--- src/rtl/operand_assembler.sv ---
// Pops FIFO words and assembles them into an operand pair (A then B) for the
// modular multiplier. The pair is offered over valid/ready and held until it is taken.
module operand_assembler #(
    parameter int WIDTH    = 32,
    parameter int OP_WIDTH = 256,
    parameter int CNT_W    = 16
) (
    input  logic                clk,
    input  logic                rst,
    input  logic [WIDTH-1:0]    fifo_rd_data,
    input  logic                fifo_empty,
    output logic                fifo_rd,
    output logic [OP_WIDTH-1:0] op_a,
    output logic [OP_WIDTH-1:0] op_b,
    output logic                op_valid,
    input  logic                op_ready,
    output logic [CNT_W-1:0]    pair_cnt
);

    localparam int WORDS = OP_WIDTH / WIDTH;
    localparam int TOTAL = 2 * WORDS;
    localparam int IDX_W = $clog2(TOTAL + 1);
    localparam logic [IDX_W-1:0] TOTAL_C = IDX_W'(TOTAL);
    localparam logic [IDX_W-1:0] LAST_C  = IDX_W'(TOTAL - 1);

    typedef enum logic {
        LOAD,
        PRESENT
    } state_t;

    state_t                  state;
    state_t                  state_next;
    logic [IDX_W-1:0]        issue_cnt;
    logic [IDX_W-1:0]        recv_cnt;
    logic                    rd_pending;
    logic [2*OP_WIDTH-1:0]   shift_buf;
    logic                    capture;
    logic                    accept;

    // Reads are also gated by rst so nothing is popped while the FIFO is being reset.
    always_comb begin
        state_next = state;
        fifo_rd    = 1'b0;
        capture    = 1'b0;
        accept     = 1'b0;
        case (state)
            LOAD: begin
                fifo_rd = !rst && !fifo_empty && (issue_cnt < TOTAL_C);
                capture = rd_pending;
                if (capture && (recv_cnt == LAST_C))
                    state_next = PRESENT;
            end
            PRESENT: begin
                accept = op_ready;
                if (op_ready)
                    state_next = LOAD;
            end
            default: state_next = LOAD;
        endcase
    end

    always_ff @(posedge clk) begin
        if (rst) begin
            state      <= LOAD;
            issue_cnt  <= '0;
            recv_cnt   <= '0;
            rd_pending <= 1'b0;
            shift_buf  <= '0;
            pair_cnt   <= '0;
        end else begin
            state      <= state_next;
            rd_pending <= fifo_rd;
            if (fifo_rd)
                issue_cnt <= issue_cnt + IDX_W'(1);
            // New words enter at the top so the first word ends up as the LSW of A.
            if (capture) begin
                shift_buf <= {fifo_rd_data, shift_buf[2*OP_WIDTH-1:WIDTH]};
                recv_cnt  <= recv_cnt + IDX_W'(1);
            end
            if (accept) begin
                issue_cnt <= '0;
                recv_cnt  <= '0;
                pair_cnt  <= pair_cnt + CNT_W'(1);
            end
        end
    end

    assign op_valid = (state == PRESENT);
    assign op_a     = shift_buf[OP_WIDTH-1:0];
    assign op_b     = shift_buf[2*OP_WIDTH-1:OP_WIDTH];

endmodule
--- config.mk ---
export PLATFORM = sky130hd
export DESIGN_NAME = operand_assembler
export DESIGN_NICKNAME = d
export VERILOG_FILES = /design/src/rtl/operand_assembler.sv
export SDC_FILE = /design/constraint.sdc
export NUM_CORES = 1
export LEC_CHECK = 0
export ABC_CLOCK_PERIOD_IN_PS = 2100
export BUFFER_PORTS_ARGS = -buffer_cell sky130_fd_sc_hd__buf_2
export CAP_MARGIN = 25
export CORE_AREA = 2 2 218 220
export DETAILED_ROUTE_END_ITERATION = 7
export DIE_AREA = 0 0 220 222
export SETUP_SLACK_MARGIN = 0.05
export SLEW_MARGIN = 20
export SYNTH_ARGS = -nofsm -noshare
export SYNTH_HDL_FRONTEND = slang
export SYNTH_SLANG_ARGS = --single-unit
export TNS_END_PERCENT = 50
--- constraint.sdc ---
create_clock -name clk -period 2.1 [get_ports clk]
set_input_delay 0.21 -clock clk [delete_from_list [all_inputs] [get_ports clk]]
set_output_delay 0.21 -clock clk [all_outputs]
set_load 0.005 [all_outputs]
==> impl_metrics.json, run 1 <==
{
  "cts_made_buffers": 56,
  "crit_arrival_ps": 1730,
  "dpl.hpwl_um": 44400,
  "grt_pass1_vias": 15966,
  "core.rowCount": 79,
  "drive_above_1_share_pct": 24.0,
  "grt_start_max_net_pins": 178,
  "root_buffer": "clkbuf_16",
  "synth_enable_flop_cells": 0,
  "timing.final.setup_violations": 0,
  "detail_route.vias_per_cell": 4.94,
  "post_synth_fa_ha_maj_area_fraction_pct": 0.270,
  "tightestPinTransition_ps": 826,
  "chip_width_um": 220,
  "yosys_warnings": 0,
  "synth_compound_area_share_pct": 14.2,
  "final_replace_weighted_congestion": 0.895,
  "worstSetupStartpointType": "flop",
  "postSynthCellCount": 2353,
  "type_of_element_capturing_the_critical_path": "output port",
  "ys_types": 29,
  "timing.setup.critical_path_class": "reg2out",
  "synth-main-ff-cell": "dfxtp_1",
  "synth-xor-area-share_pct": 0.755,
  "cts.sinks": 540,
  "synth_fp_nets": 2393,
  "synthesis.area_per_instance_sq_um": 7.89,
  "ys_seq_area_share_pct": 58.2,
  "clock_pin_transition_on_the_worst_setup_and_hold_timing_paths_ps": 60,
  "insertion_delay_ps": 600,
  "synth.area.mux_share_pct": 0.0539,
  "global_route_usage_over_all_layers_pct": 24.4,
  "die_h_um": 222,
  "rsz0062_at_grt": "no",
  "die_area_sq_um": 48800,
  "slew_headroom_pct": 44.9,
  "cts_tree": "yes",
  "synthTopCellsByArea": "dfxtp_1, nand2_1, a21oi_1",
  "synth_simple_gate_area_share_pct": 22.6,
  "ir_worst_vdd_mv": 0.573,
  "initial_antenna_violation_count": 0,
  "layout_overhead_on_the_synthesized_area_pct": 30.3,
  "htree_num_levels": 2,
  "cp_slowest_cell": "nor4_4",
  "status": "finished, final reports clean",
  "timing.final.max_slew_violations": 0,
  "route.vias.total": 17374,
  "fmax_ghz": 0.516,
  "wire_length_of_the_first_global_routing_pass_um": 93300,
  "antenna_violating_nets_remaining": 0,
  "route.final.wire_length_um": 62700,
  "n_antenna_cell": 0,
  "detail_route.iter0.violations": 1411,
  "cts_setup_buffers": 0,
  "finalHoldWorstSlack_ps": 414,
  "top_post_synthesis_cells_by_count": "nand2_1, dfxtp_1, a21oi_1",
  "portBuffers": 565,
  "synthesis.area_sq_um": 18600,
  "final-hold-violation-count": 0,
  "setup_tns_ps": 0,
  "critical-path-max-stage-delay_ps": 420,
  "maxCapViolations": 0,
  "final_nets": 2910,
  "synth_top_family_by_area": "simple AND/OR/NAND/NOR gates",
  "yosysTopAreaCellShare_pct": 58.2,
  "postSynth.asyncResetShare_pct": 0,
  "final.period_utilization_pct": 92.3,
  "period_minus_slack_ps": 1940,
  "boundaryPins": 566,
  "globalRoute.totalOverflow": 0,
  "drc": 0,
  "initial_core_util_pct": 40.1,
  "worstPathRequired_ps": 1890,
  "max_root_sink_buffers": 3,
  "power_leakage_nw": 9.95,
  "ys_ff_latch": 540,
  "power_density_nw_per_um2": 876,
  "worstPathCellList": "buf_4 > nor4_4 > buf_2",
  "finClkSkew_ps": 21.3,
  "area.sequential_sq_um": 10800,
  "synth_area_leader_cell": "dfxtp_1",
  "yosysMostFrequentCell": "nand2_1",
  "first_pass_iters": 5,
  "core_sq_um": 46300,
  "wl_per_cell_um": 17.8,
  "worst_hold_path_type": "in2reg",
  "fillerInstances": 4504,
  "timing.critical_path.fanout_max": 11,
  "multi_input_comb_area_sq_um": 7050
}
-- power breakdown --
part           leakage [nW]  switching, W  total, W  internal [W]
Clock                 0.918       0.00413    0.0101       0.00593
Sequential             4.35     0.0000439    0.0103        0.0103
Combinational          4.68      0.000572  0.000795      0.000223
Total                  9.95       0.00475    0.0212        0.0164
-- per-layer routing --
| metal | global-route usage (%) | part of all wire (%) |
|---|---|---|
| met1 | 28.3 | 39 |
| met2 | 40.8 | 48 |
| met3 | 7.71 | 8.3 |
| met4 | 10.8 | 4.0 |
| met5 | 0 | 0 |
-- timing repair --
item                                    CTS  global route
hold buffers                             36             0
endpoints found under the hold margin    60             0
resized for setup                         1             0
endpoints found under the setup margin    1             0
-- cells in the final DEF (no fill, tap or decap), drive strengths merged --
master / n
or3: 4
nor3: 3
a21oi: 520
nor2b: 1
inv: 5
dfxtp: 540
ha: 4
nand2: 1035
nor2: 20
dlygate4sd3: 36
nand3: 5
xor2: 8
nor4: 5
clkbuf: 74
a211oi: 1
nand2b: 3
nand4: 8
xnor2: 8
o21ai: 4
bufinv: 5
clkinv: 14
clkinvlp: 5
or4: 1
buf: 599
mux2i: 1
a41oi: 1
and4: 1
and3: 1
-- path summary, 6_finish.rpt --
check | startpoint | end | slack, ps | depth (start not counted)
hold reg to reg | shift_buf[28] | shift_buf[28] | 450 | 2
setup / recovery | op_valid | fifo_rd | 160 | 3
setup reg to reg | pair_cnt[8] | pair_cnt[15] | 370 | 4
hold / removal | fifo_rd_data[19] | shift_buf[499] | 410 | 4
-- logic make-up (layout without fill, tap and decap cells) --
kind of cell | after synthesis | in the layout
xor gates and xnor gates | 16 | 16
AOI/OAI and AO/OA | 526 | 526
buffers and inverters | 179 | 738
and+or+nand+nor | 1087 | 1087
adders and majority gates | 4 | 4
muxes | 1 | 1
DFF | 540 | 540
-- metrics by stage --
stage	total power, W	cell area, sq um	instances	utilization (%)	setup WS [ps]
after global routing	0.0219	24200	3519	52.3	77.9
after detailed placement	0.0113	22000	3383	47.5	419
after floorplan	0.0110	18600	2353	-	481
final	0.0212	24200	3519	52.3	161
after CTS	0.0214	24200	3519	52.3	110
after global placement	0.0113	22000	3383	47.5	403
-- area by class of cell --
type | count | area share, %
Multi-Input combinational cell | 1634 | 29.1
Clock buffer | 74 | 6.57
Inverter | 3 | 0.0465
Sequential cell | 540 | 44.7
Tap cell | 607 | 3.14
Clock inverter | 26 | 1.17
Timing Repair Buffer | 635 | 15.3
-- sequential cells by signal, indices dropped and copies added (netlist names) --
signal	cells
shift_buf	512
pair_cnt	16
issue_cnt	5
recv_cnt	5
op_valid	1
rd_pending	1
-- critical path, delay by kind of cell (launching register included) --
| family | cells | cell delay, ps |
|---|---|---|
| DFF | 1 | 320 |
| buffers and inverters | 2 | 410 |
| and+or+nand+nor | 1 | 420 |
(Power assumes the default switching activity.)
==> run 2, diff against run 1 <==
- CELL_PAD_IN_SITES_DETAIL_PLACEMENT: default -> 1
- CELL_PAD_IN_SITES_GLOBAL_PLACEMENT: default -> 2
- CORE_AREA: 2 2 218 220 -> default
- CORE_UTILIZATION: default -> 28
- DIE_AREA: 0 0 220 222 -> default
- PLACE_DENSITY_LB_ADDON: default -> 0.1
==> impl_metrics.json, run 2 (synthesis gave the netlist of run 1 again) <==
{
  "routed-wl-met2_um": 37300,
  "power_leakage_nw": 10.2,
  "first_pass_iters": 5,
  "fin_cells": 3802,
  "die_area_sq_um": 67300,
  "max_flop_register": "shift_buf",
  "globalRoute.totalOverflow": 0,
  "fillerInstances": 8031,
  "max_root_sink_buffers": 3,
  "core_sq_um": 65600,
  "finish.utilization_pct": 38.0,
  "drive_above_1_share_pct": 24.2,
  "die_h_um": 260,
  "post_cts.resized_instances": 0,
  "antenna_violating_nets_remaining": 0,
  "cts_tree": "yes",
  "layout_commonest_cell": "nand2_1",
  "timing.final.setup_violations": 0,
  "final_replace_weighted_congestion": 0.828,
  "period_minus_slack_ps": 1870,
  "global_route_usage_over_all_layers_pct": 21.2,
  "cts_made_buffers": 66,
  "route.vias.total": 17705,
  "layout_overhead_on_the_synthesized_area_pct": 34.2,
  "setup_slack_ps": 229,
  "routedLengthMet1_um": 29100,
  "type_of_element_capturing_the_critical_path": "output port",
  "area.sequential_sq_um": 10800,
  "setup_tns_ps": 0,
  "finClkSkew_ps": 21.4,
  "timing.critical_path.fanout_max": 11,
  "initial_antenna_violation_count": 0,
  "grt_pass1_vias": 18029,
  "top_regs": "shift_buf x512, pair_cnt x16",
  "detailroute.wirelength.met3_um": 5130,
  "insertion_delay_ps": 580,
  "rsz0062_at_grt": "no",
  "dpl.hpwl_um": 53600,
  "drc": 0,
  "cts_setup_buffers": 0,
  "crit_arrival_ps": 1660,
  "grt_start_max_net_pins": 145,
  "route.final.wire_length_um": 73700,
  "place_ws_ps": 354,
  "detail_route.vias_per_cell": 4.66,
  "power_density_nw_per_um2": 885,
  "multi_input_comb_area_sq_um": 7040,
  "clock_pin_transition_on_the_worst_setup_and_hold_timing_paths_ps": 60,
  "final.period_utilization_pct": 89.1,
  "portBuffers": 565,
  "layout_common_cells": "nand2_1, buf_2, dfxtp_1",
  "detail_route.iter0.violations": 835,
  "dpl.cell_count": 3653,
  "timing.final.max_slew_violations": 0,
  "routed.top_layer": "met4",
  "boundaryPins": 566,
  "quantity_of_hold_fixing_buffers_added_after_cts": 37,
  "fmax_ghz": 0.535,
  "final-hold-violation-count": 0,
  "worstPathRequired_ps": 1890,
  "chip_width_um": 260,
  "maxCapViolations": 0,
  "n_antenna_cell": 0,
  "tightestPinTransition_ps": 721,
  "wire_length_of_the_first_global_routing_pass_um": 110000,
  "status": "finished, final reports clean",
  "htree_num_levels": 3,
  "initial_core_util_pct": 28.3,
  "final_nets": 2934,
  "cts.sinks": 540,
  "slew_headroom_pct": 51.9,
  "root_buffer": "clkbuf_16",
  "worstSetupStartpointType": "flop",
  "ir_worst_vdd_mv": 0.445,
  "largest_register_ff_count": 512,
  "timing.setup.critical_path_class": "reg2out",
  "worst_hold_path_type": "in2reg",
  "core.rowCount": 94,
  "wl_per_cell_um": 19.4
}
## run 2: cell types whose count changed in the layout (fill, tap and decap cells not counted), sizes merged
cell         delta
clkinv          -8
clkbuf         +30
clkinvlp        -5
dlygate4sd3     +1
buf            +13
bufinv          -5
## run 2: area by class of cell
class,count,share of cell area (%)
Multi-Input combinational cell,1634,28.3
Clock buffer,104,8.02
Tap cell,864,4.34
Clock inverter,8,0.191
Sequential cell,540,43.4
Timing Repair Buffer,649,15.7
Inverter,3,0.0452
## run 2: stage by stage
step | hold WS [ps] | total power (W) | area [sq um]
detailed placement | 403 | 0.0114 | 22500
global placement | 404 | 0.0114 | 22500
floorplan | 282 | 0.0110 | 18600
global route | 383 | 0.0229 | 24900
CTS | 370 | 0.0225 | 24900
finish | 391 | 0.0221 | 24900
## run 2: worst max-delay path, cell delays in order, from the launching register on
cell	delay, ps
dfxtp_1	310
buf_4	180
nor4_2	250
buf_4	190
buf_2	150
## run 2: path summary, 6_finish.rpt
path	startpoint	endpoint	slack (ps)	cells after the start
worst max-delay path	op_valid	fifo_rd	230	4
worst min register to register	shift_buf[14]	shift_buf[14]	460	2
worst min-delay path	fifo_empty	rd_pending	390	3
worst max register to register	op_valid	shift_buf[510]	230	6
## run 2: metal layers
layer | vias to the layer above | global-route usage, %
met1 | 8506 | 23.8
met4 | 0 | 7.50
li1 | 8660 | -
met2 | 431 | 37.8
met5 | - | 0
met3 | 108 | 6.21
## run 2: power by group
| part | internal (W) | switching, W | total (W) |
|---|---|---|---|
| Clock | 0.00649 | 0.00435 | 0.0108 |
| Combinational | 0.000265 | 0.000607 | 0.000872 |
| Sequential | 0.0103 | 0.0000433 | 0.0103 |
